`src/rtl/snake_sound_pkg.sv`:
```
// Shared types for the Snakes audio path: oscillator mode, sequencer states,
// melody ids and note-table entries.
package snake_sound_pkg;

  typedef enum logic {OFF = 1'b0, ON = 1'b1} MODE_TYPES;

  typedef enum logic [1:0] {IDLE, PLAY, GAP} seq_state_t;

  typedef enum logic [1:0] {
    MEL_EAT   = 2'd0,
    MEL_WIN   = 2'd1,
    MEL_CRASH = 2'd2
  } melody_t;

  typedef struct packed {
    logic [8:0] freq;
    logic [3:0] dur;
  } note_t;

  localparam logic [8:0] FREQ_RESET = 9'd440;

endpackage

```
`src/rtl/sound_sequencer_if.sv`:
```
// Game-control / oscillator side signals of the sound sequencer.
// master: game control and oscillator view; slave: the sequencer itself.
interface sound_sequencer_if;
  import snake_sound_pkg::*;

  logic       sound_en;
  logic       eat_evt;
  logic       win_evt;
  logic       crash_evt;
  logic [8:0] freq;
  MODE_TYPES  state;
  logic       playSound;
  logic       busy;

  modport master (
    output sound_en, eat_evt, win_evt, crash_evt,
    input  freq, state, playSound, busy
  );

  modport slave (
    input  sound_en, eat_evt, win_evt, crash_evt,
    output freq, state, playSound, busy
  );

endinterface

```
`src/rtl/sound_note_rom.sv`:
```
// Melody note table: {melody, index} -> {freq, dur}. Entries past the end of
// a melody read as dur=0, which the sequencer treats as the terminator.
module sound_note_rom
  import snake_sound_pkg::*;
(
  input  melody_t    mel,
  input  logic [2:0] idx,
  output note_t      note
);

  // Constant lookup; freq=0 with dur!=0 would be a rest.
  always_comb begin
    note = '{freq: 9'd0, dur: 4'd0};
    case ({mel, idx})
      {MEL_EAT,   3'd0}: note = '{freq: 9'd392, dur: 4'd1};
      {MEL_EAT,   3'd1}: note = '{freq: 9'd494, dur: 4'd1};
      {MEL_WIN,   3'd0}: note = '{freq: 9'd262, dur: 4'd1};
      {MEL_WIN,   3'd1}: note = '{freq: 9'd330, dur: 4'd1};
      {MEL_WIN,   3'd2}: note = '{freq: 9'd392, dur: 4'd1};
      {MEL_WIN,   3'd3}: note = '{freq: 9'd494, dur: 4'd3};
      {MEL_CRASH, 3'd0}: note = '{freq: 9'd330, dur: 4'd2};
      {MEL_CRASH, 3'd1}: note = '{freq: 9'd262, dur: 4'd2};
      {MEL_CRASH, 3'd2}: note = '{freq: 9'd196, dur: 4'd4};
      default:           note = '{freq: 9'd0,   dur: 4'd0};
    endcase
  end

endmodule

```
`src/rtl/sound_sequencer.sv`:
```
// Game-event melody player feeding the tone oscillator.
// Optional feature macro: SOUND_GAP_EN (inter-note gap of GAP_CYCLES instead
// of a single cycle).
//
//  state | meaning
//  IDLE  | no melody; state=OFF, busy=0, freq holds last value
//  PLAY  | note sounding (or rest) for dur*TICK_CYCLES cycles
//  GAP   | silence between notes; next note fetched when the timer expires
module sound_sequencer
  import snake_sound_pkg::*;
#(
  parameter int unsigned TICK_CYCLES = 1_000_000,
  parameter int unsigned GAP_CYCLES  = 100_000
) (
  input  logic             clk,
  input  logic             nRst,
  sound_sequencer_if.slave bus
);

  localparam int TW = $clog2(15 * TICK_CYCLES + 1);
  localparam logic [TW-1:0] TICK_W = TW'(TICK_CYCLES);
`ifdef SOUND_GAP_EN
  localparam logic [TW-1:0] GAP_LOAD = TW'(GAP_CYCLES - 1);
`else
  localparam logic [TW-1:0] GAP_LOAD = '0;
`endif

  seq_state_t     state_q, state_d;
  melody_t        mel_q, mel_d;
  logic [2:0]     idx_q, idx_d;
  logic [TW-1:0]  timer_q, timer_d;
  logic [8:0]     freq_q, freq_d;
  MODE_TYPES      mode_q, mode_d;
  logic           play_q, play_d;
  logic           busy_q, busy_d;

  logic           evt_vld;
  melody_t        evt_mel;
  logic           start;
  melody_t        rom_mel;
  logic [2:0]     rom_idx;
  note_t          rom_note;

  // Priority encoder: crash > win > eat; losers in the same cycle are dropped.
  always_comb begin
    evt_vld = bus.crash_evt | bus.win_evt | bus.eat_evt;
    if (bus.crash_evt)    evt_mel = MEL_CRASH;
    else if (bus.win_evt) evt_mel = MEL_WIN;
    else                  evt_mel = MEL_EAT;
  end

  // A new melody starts from idle, or preempts only with strictly higher priority.
  assign start   = bus.sound_en & evt_vld & ((state_q == IDLE) | (evt_mel > mel_q));
  assign rom_mel = start ? evt_mel : mel_q;
  assign rom_idx = start ? 3'd0 : idx_q + 3'd1;

  sound_note_rom u_rom (
    .mel  (rom_mel),
    .idx  (rom_idx),
    .note (rom_note)
  );

  // Next-state and registered-output logic.
  always_comb begin
    state_d = state_q;
    mel_d   = mel_q;
    idx_d   = idx_q;
    timer_d = timer_q;
    freq_d  = freq_q;
    mode_d  = mode_q;
    play_d  = play_q;
    busy_d  = busy_q;

    if (!bus.sound_en) begin
      state_d = IDLE;
      idx_d   = 3'd0;
      timer_d = '0;
      mode_d  = OFF;
      play_d  = 1'b0;
      busy_d  = 1'b0;
    end else if (start) begin
      state_d = PLAY;
      mel_d   = evt_mel;
      idx_d   = 3'd0;
      timer_d = TW'(rom_note.dur) * TICK_W - TW'(1);
      // Rests keep the previous freq so the oscillator never sees 0.
      if (rom_note.freq != 9'd0) freq_d = rom_note.freq;
      mode_d  = ON;
      play_d  = (rom_note.freq != 9'd0);
      busy_d  = 1'b1;
    end else begin
      case (state_q)
        PLAY: begin
          if (timer_q == '0) begin
            state_d = GAP;
            timer_d = GAP_LOAD;
            play_d  = 1'b0;
          end else begin
            timer_d = timer_q - TW'(1);
          end
        end
        GAP: begin
          if (timer_q != '0) begin
            timer_d = timer_q - TW'(1);
          end else if ((idx_q != 3'd7) && (rom_note.dur != 4'd0)) begin
            state_d = PLAY;
            idx_d   = idx_q + 3'd1;
            timer_d = TW'(rom_note.dur) * TICK_W - TW'(1);
            if (rom_note.freq != 9'd0) freq_d = rom_note.freq;
            play_d  = (rom_note.freq != 9'd0);
          end else begin
            state_d = IDLE;
            idx_d   = 3'd0;
            timer_d = '0;
            mode_d  = OFF;
            play_d  = 1'b0;
            busy_d  = 1'b0;
          end
        end
        default: ;
      endcase
    end
  end

  // State and output registers with asynchronous reset.
  always_ff @(posedge clk or negedge nRst) begin
    if (!nRst) begin
      state_q <= IDLE;
      mel_q   <= MEL_EAT;
      idx_q   <= 3'd0;
      timer_q <= '0;
      freq_q  <= FREQ_RESET;
      mode_q  <= OFF;
      play_q  <= 1'b0;
      busy_q  <= 1'b0;
    end else begin
      state_q <= state_d;
      mel_q   <= mel_d;
      idx_q   <= idx_d;
      timer_q <= timer_d;
      freq_q  <= freq_d;
      mode_q  <= mode_d;
      play_q  <= play_d;
      busy_q  <= busy_d;
    end
  end

  assign bus.freq      = freq_q;
  assign bus.state     = mode_q;
  assign bus.playSound = play_q;
  assign bus.busy      = busy_q;

endmodule

```
`src/flat_wrapper.sv`:
```
// flat-port wrapper written by rule: the top's interface ports become plain ports
module sound_sequencer_flat import snake_sound_pkg::*;
#(
  parameter int unsigned TICK_CYCLES = 1_000_000,
  parameter int unsigned GAP_CYCLES  = 100_000
)
  (clk, nRst, bus_sound_en, bus_eat_evt, bus_win_evt, bus_crash_evt, bus_freq, bus_state, bus_playSound, bus_busy);
  sound_sequencer_if bus_i ();
  input  logic clk;
  input  logic nRst;
  input wire logic [$bits(bus_i.sound_en)-1:0] bus_sound_en;
  input wire logic [$bits(bus_i.eat_evt)-1:0] bus_eat_evt;
  input wire logic [$bits(bus_i.win_evt)-1:0] bus_win_evt;
  input wire logic [$bits(bus_i.crash_evt)-1:0] bus_crash_evt;
  output wire logic [$bits(bus_i.freq)-1:0] bus_freq;
  output wire logic [$bits(bus_i.state)-1:0] bus_state;
  output wire logic [$bits(bus_i.playSound)-1:0] bus_playSound;
  output wire logic [$bits(bus_i.busy)-1:0] bus_busy;
  assign bus_i.sound_en = bus_sound_en;
  assign bus_i.eat_evt = bus_eat_evt;
  assign bus_i.win_evt = bus_win_evt;
  assign bus_i.crash_evt = bus_crash_evt;
  assign bus_freq = bus_i.freq;
  assign bus_state = bus_i.state;
  assign bus_playSound = bus_i.playSound;
  assign bus_busy = bus_i.busy;
  sound_sequencer #(.TICK_CYCLES(TICK_CYCLES), .GAP_CYCLES(GAP_CYCLES)) u_core (.clk(clk), .nRst(nRst), .bus(bus_i));
endmodule
```
`config.mk`:
```
export PLATFORM = sky130hd
export DESIGN_NAME = sound_sequencer_flat
export DESIGN_NICKNAME = d
export VERILOG_FILES = /design/src/rtl/snake_sound_pkg.sv /design/src/rtl/sound_sequencer_if.sv /design/src/rtl/sound_note_rom.sv /design/src/rtl/sound_sequencer.sv /design/src/flat_wrapper.sv
export SDC_FILE = /design/constraint.sdc
export NUM_CORES = 1
export LEC_CHECK = 0
export ABC_AREA = 1
export BUFFER_PORTS_ARGS = -buffer_cell sky130_fd_sc_hd__buf_2
export CAP_MARGIN = 20
export CELL_PAD_IN_SITES_DETAIL_PLACEMENT = 1
export CELL_PAD_IN_SITES_GLOBAL_PLACEMENT = 1
export CORE_ASPECT_RATIO = 0.5
export CORE_UTILIZATION = 41
export CTS_CLUSTER_DIAMETER = 100
export DETAILED_ROUTE_END_ITERATION = 7
export GPL_ROUTABILITY_DRIVEN = 0
export PLACE_DENSITY_LB_ADDON = 0.15
export SKIP_LAST_GASP = 1
export SYNTH_ARGS = -nofsm -noshare
export SYNTH_HDL_FRONTEND = slang
export SYNTH_SLANG_ARGS = --single-unit
```
`constraint.sdc`:
```
create_clock -name clk -period 4.5 [get_ports clk]
set_clock_uncertainty 0.2 [all_clocks]
set_input_delay 0.9 -clock clk [delete_from_list [all_inputs] [get_ports clk]]
set_output_delay 0.9 -clock clk [all_outputs]
set_load 0.05 [all_outputs]
```
**Word level (Yosys, flattened, before mapping)**

Memories as Yosys holds them, arrays and structs flattened.
Index checks and enable logic that the tools add are counted.

- Register bits after elaboration: 42
- Memory bits (read-only): 320
- Bits of input ports: 6
- Output and inout bits: 12
- Memories kept: 1

Memories:

| name | words | bits a word | rd ports | clocked after memory_dff | write ports | RTL line | text |
|---|---|---|---|---|---|---|---|
| (name not given) | 32 | 10 | 1 | 0 | 0 | sound_note_rom.sv:14 | `case ({mel, idx})` |

- Add/subtract/negate cells: 3
- $mul: 1
- Order comparisons: 1
- Eq/ne operators: 10
- Multiplexer cells: 37
- Bitwise operators: 5
- Reduce and logical (&&, ||, !) cells: 12

Operators with widths:

| operator | count |
|---|---|
| $mux 24 | 5 |
| $pmux 24 s2 | 1 |
| $sub 24x1->24 const B | 2 |
| $mux 9 | 5 |
| $logic_not 24->1 | 1 |
| $reduce_bool 24->1 | 1 |
| $mul 4x14->18 const B | 1 |
| $mux 3 | 6 |
| $mux 1 | 12 |
| $mux 2 | 6 |
| $reduce_bool 9->1 | 1 |
| $ne 3x2->1 const B | 2 |
| $reduce_and 3->1 | 2 |
| $ne 4x1->1 const B | 1 |
| $ne 4x2->1 const B | 1 |
| $ne 4x3->1 const B | 1 |
| $pmux 2 s2 | 1 |
| $reduce_and 4->1 | 1 |
| $reduce_bool 2->1 | 2 |
| $reduce_bool 4->1 | 1 |
| $add 3x1->3 const B | 1 |
| $ne 3x1->1 const B | 1 |
| $ne 3x3->1 const B | 1 |
| $or 1x1->1 | 3 |
| other kinds (9) | 10 |

**Depth between registers and ports, before layout**

An unclocked memory read counts as a cell.

- Depth in word-level cells: 14
- Depth in mapped cells: 34
- Mapped depth without buffers: 34

**Cells and area by module**

Synthesis repeated with hierarchy kept, for this count alone.

- Cells, all modules: 583
- Area, all modules: 4068.9 um^2

Modules (own cells, without submodules):

| module | instances | cells each | area an instance (um^2) | seq. area each (um^2) |
|---|---|---|---|---|
| sound_sequencer | 1 | 539 | 3802.4 | 1057.3 |
| sound_note_rom | 1 | 44 | 266.5 | 0.0 |

**Least setup slack after synthesis**

No wires, ideal clock.

- Kind: input to register
- From: input port bus_crash_evt
- To: register u_core.timer_q[23]
- Library setup time: 117 ps
- Data arrival time: 4758 ps
- Slack: -575 ps
- Cell stages on the path: 30
- Buffers on the path: 1
- Cells stage by stage: inv_2 nand2_1 ha_1 nand2_1 nand2_1 nand2_2 nand2_4 buf_6 nand2_1 inv_1 ha_1 inv_1 a21oi_1 nand3_1 ha_1 inv_1 ha_1 ha_1 a21oi_1 nand2_1 a21oi_1 nor2_1 o21ai_0 nand2_1 nor2_2 nand4_1 nand3_1 nand2_1 nand3_1 nand2_1

- Cells in the longest elaborated chain, start to end: 13

Ends and longest elaborated chain:

| element | RTL line | text |
|---|---|---|
| start: declaration | flat_wrapper.sv:14 | `input wire logic [$bits(bus_i.crash_evt)-1:0] bus_crash_evt;` |
| $mux 2 / $or 1x1->1 (equally long branches) | sound_sequencer.sv:47, sound_sequencer.sv:46 |  |
| $gt 2x2->1 / $or 1x1->1 (equally long branches) | sound_sequencer.sv:53, sound_sequencer.sv:46 |  |
| $or 1x1->1 / $and 1x1->1 (equally long branches) | sound_sequencer.sv:53 | `assign start = bus.sound_en & evt_vld & ((state_q == IDLE) \| (evt_mel > mel_q));` |
| $and 1x1->1 | sound_sequencer.sv:53 |  |
| $mux 2 / $mux 3 (equally long branches) | sound_sequencer.sv:54, sound_sequencer.sv:55 |  |
| $mem_v2 32x10 | n/a |  |
| $mul 4x14->18 / $reduce_bool 4->1 (equally long branches) | sound_sequencer.sv:85, sound_sequencer.sv:108, sound_sequencer.sv:105 |  |
| $sub 24x1->24 / $logic_and 1x1->1 (equally long branches) | sound_sequencer.sv:85, sound_sequencer.sv:108, sound_sequencer.sv:105 |  |
| $mux 24 | sound_sequencer.sv:105 | `end else if ((idx_q != 3'd7) && (rom_note.dur != 4'd0)) begin` |
| $mux 24 | sound_sequencer.sv:103 | `if (timer_q != '0) begin` |
| $pmux 24 s2 | sound_sequencer.sv:92 | `case (state_q)` |
| $mux 24 | sound_sequencer.sv:81 | `end else if (start) begin` |
| $mux 24 | sound_sequencer.sv:74 | `if (!bus.sound_en) begin` |
| end signal: assignment | sound_sequencer.sv:140 | `timer_q <= timer_d;` |
| end: declaration | sound_sequencer.sv:31 | `logic [TW-1:0] timer_q, timer_d;` |

Parallel ways exist; a longest one is shown, timed or not.
A chain may end at the register's enable or synchronous reset.

**Final worst setup path**

Same ends and word-level chain as after synthesis.

==> results.txt <==
Status = finished, final reports clean
Via count = 3669
Worst-Margin Slew = 0.830 ns
Clock transition at path regs = 0.07 ns
Root buf cell = clkbuf_16
Synthesized area = 3580 um2
Pre-CTS setup slack = -0.272 ns
Placeable core region = 8230 um2
Largest fanout on the critical path = 7
Top cells by count, synth = 120 x nand2_1, 67 x inv_1, 47 x nor2_1, 37 x nand3_1, 36 x dfrtp_1
Syn Area/Cell = 7.10 um2
Post-synthesis xor/xnor area fraction = 5.88%
Area Growth Syn to Fin = 30.3%
Crit path time final = 4.47 ns
Distinct cells, synth = 41
Die height = 68.0 um
Final wirelength = 12.7 mm
Critical Path Source Type = input pin
Endpoints failing setup = 0
Post-synth EDFFs = 0
Mux contribution to synthesized area = 0%
Max cap viols = 0
Min-Delay Path Class = reg -> reg
Sequential share of the synthesized area = 28.9%
Final Hold Fails = 0
CP max stage delay = 0.36 ns
Final net count = 609
Req. time, crit path = 4.54 ns
Top cells by area, synth = dfrtp_1 25%, nand2_1 13%, ha_1 9.4%, inv_1 7.0%, nand3_1 5.2%
Rows = 23
Area share of and/or/nand/nor cells after synthesis = 33.0%
Sink Count = 41
Clock buffer depth = 2
Initial antenna violation count = 0
Core Util, Final = 56.6%
Synth Register Bits = 41
Pre-antenna DRT Iters = 4
Per-cell routed wire length = 18.5 um
Vias in the first global route = 3764
Clock buffer count from CTS = 5
Main combinational cell family by area after synthesis = simple AND/OR/NAND/NOR gates
First-pass GRT wire length = 18.7 mm
Most common cell in the netlist = nand2_1
Initial core utilization = 43.4%
CTS tree = built
Final period util = 99.2%
Residual DRC = 0
Critical path class = in -> reg
Yosys top cell by area = dfrtp_1
Share of the synthesized area in the top cell type = 25.2%
# port buffers = 16
Grt total ovfl = 0
Final ANT Viol Nets = 0
Post-Synth Adder-Cell Area = 10.0%
Ratio of cells with drive above 1 in the final layout = 28.3%
Worst-Skew Late Latency = 0.30 ns
RSZ-0062 raised after global routing = yes
# H-tree levels = 2
Worst Path Arrival = 4.51 ns
Number of inserted diodes = 0
Top_reg_cell synth = dfrtp_1
Critical-path top delay cell = ha_1
Max Slew Vio Count = 0
Vias/cell = 5.34
CP Capture Type = flop
Chip width = 134 um
Detailed placement HPWL = 8.50 mm
Setup TNS = 0 ns
Gr usage total = 26.6%
Crit path top cell by count = nand2_2
Largest net degree at the start of global routing = 42
Slew HR = 44.1%
# IOs = 18
Initial DRC count = 152
Fmax = 0.224 GHz
Synth Area in Compound Gates = 12.7%
DIE AREA = 9120 um2
Syn Inst Count = 504
Post-synth ARST share = 100%
Worst setup margin = 0.0338 ns
Syn. warnings = 0
==> logic make-up after synthesis <==
| kind of cell | Yosys count |
|---|---|
| AND/OR/NAND/NOR | 253 |
| other | 1 |
| buffers and inverters | 82 |
| AO/OA/AOI/OAI | 75 |
| flip-flops | 41 |
| adder cells (fa/ha/maj) | 28 |
| XOR/XNOR | 24 |
==> metrics by stage <==
step                instance area [um2]  instances  hold WS, ns
finish                             4660        687        0.253
CTS                                4360        675        0.260
global placement                   4210        668        0.230
floorplan                          3730        505        0.291
detailed placement                 4210        668        0.250
global route                       4660        687        0.278
==> sequential cells by signal (all words and copies together), names as in the netlist <==
register              flops
u_core.bus.freq           8
u_core.bus.playSound      1
u_core.bus.state          1
u_core.idx_q              3
u_core.mel_q              2
u_core.state_q            2
u_core.timer_q           24
==> path summary, 6_finish.rpt <==
kind | start | end | slack [ns] | cells after the start
max reg2reg | u_core.mel_q[1] | u_core.timer_q[23] | 0.26 | 31
min reg2reg | u_core.bus.freq[4] | u_core.bus.freq[4] | 0.25 | 2
max | bus_crash_evt | u_core.timer_q[23] | 0.03 | 32
max in group asynchronous | nRst | u_core.bus.freq[8] | 3.21 | 2
min | u_core.bus.freq[4] | u_core.bus.freq[4] | 0.25 | 2
min in group asynchronous | nRst | u_core.timer_q[18] | 0.31 | 1
==> critical path, delay by kind of cell <==
family,cells,cell delay (ns)
AND/OR/NAND/NOR,17,1.58
adder cells (fa/ha/maj),5,1.10
buffers and inverters,6,0.39
AO/OA/AOI/OAI,3,0.34
XOR/XNOR,1,0.17
==> layer usage <==
metal  share of wire, %  vias up  wire [um]  track usage [%]
li1                   -     1774          -                -
met1                 47     1797       6000             34.9
met2                 47       75       5980             47.0
met3                3.5       23        447             4.15
met4                1.9        0        247             6.18
met5                  0        -          0                0
==> layout by cell type (no fill, tap or decap), types with 2 or more instances in the layout <==
cell type and n:
conb_1 2, buf_12 2, nand3_4 2, o22ai_1 8, buf_2 14, dfrtp_1 36
nor2_2 5, nand2_2 14, nor3_1 9, nand2_4 8, o21ai_2 4, ha_1 18
inv_1 62, nand2_1 111, nand3_2 7, nand4_1 11, nand3_1 32, clkbuf_16 5
nor2_4 6, o21ai_1 4, ha_4 9, o21ai_0 27, a21oi_4 2, nor2_1 42
inv_2 6, a21oi_2 3, inv_4 3, dfstp_2 5, nor4_1 4, xnor2_1 5
xor2_1 17, o21bai_1 2, a21oi_1 13, buf_4 54, a22oi_1 5
==> area by class of cell <==
cell class | instances | area [um2]
clock buffers | 6 | 139
multi-input cells | 382 | 2500
well taps | 112 | 140
inverters | 73 | 294
repair buffers | 72 | 542
fillers | 1034 | 3570
flip-flops and latches | 41 | 1030
clock inverters | 1 | 7.51
==> what timing repair did <==
item                                    4_1_cts  5_1_grt
hold endpoints to repair                      0        0
setup buffers                                 0       11
endpoints found under the setup margin        1        3
gates resized for setup                       0       43
hold buffers                                  0        0
pin swaps                                     2       36
Power is left out: the tool's default activity adds up to more than one toggle a clock period on the data nets, which glitch-free logic cannot reach.
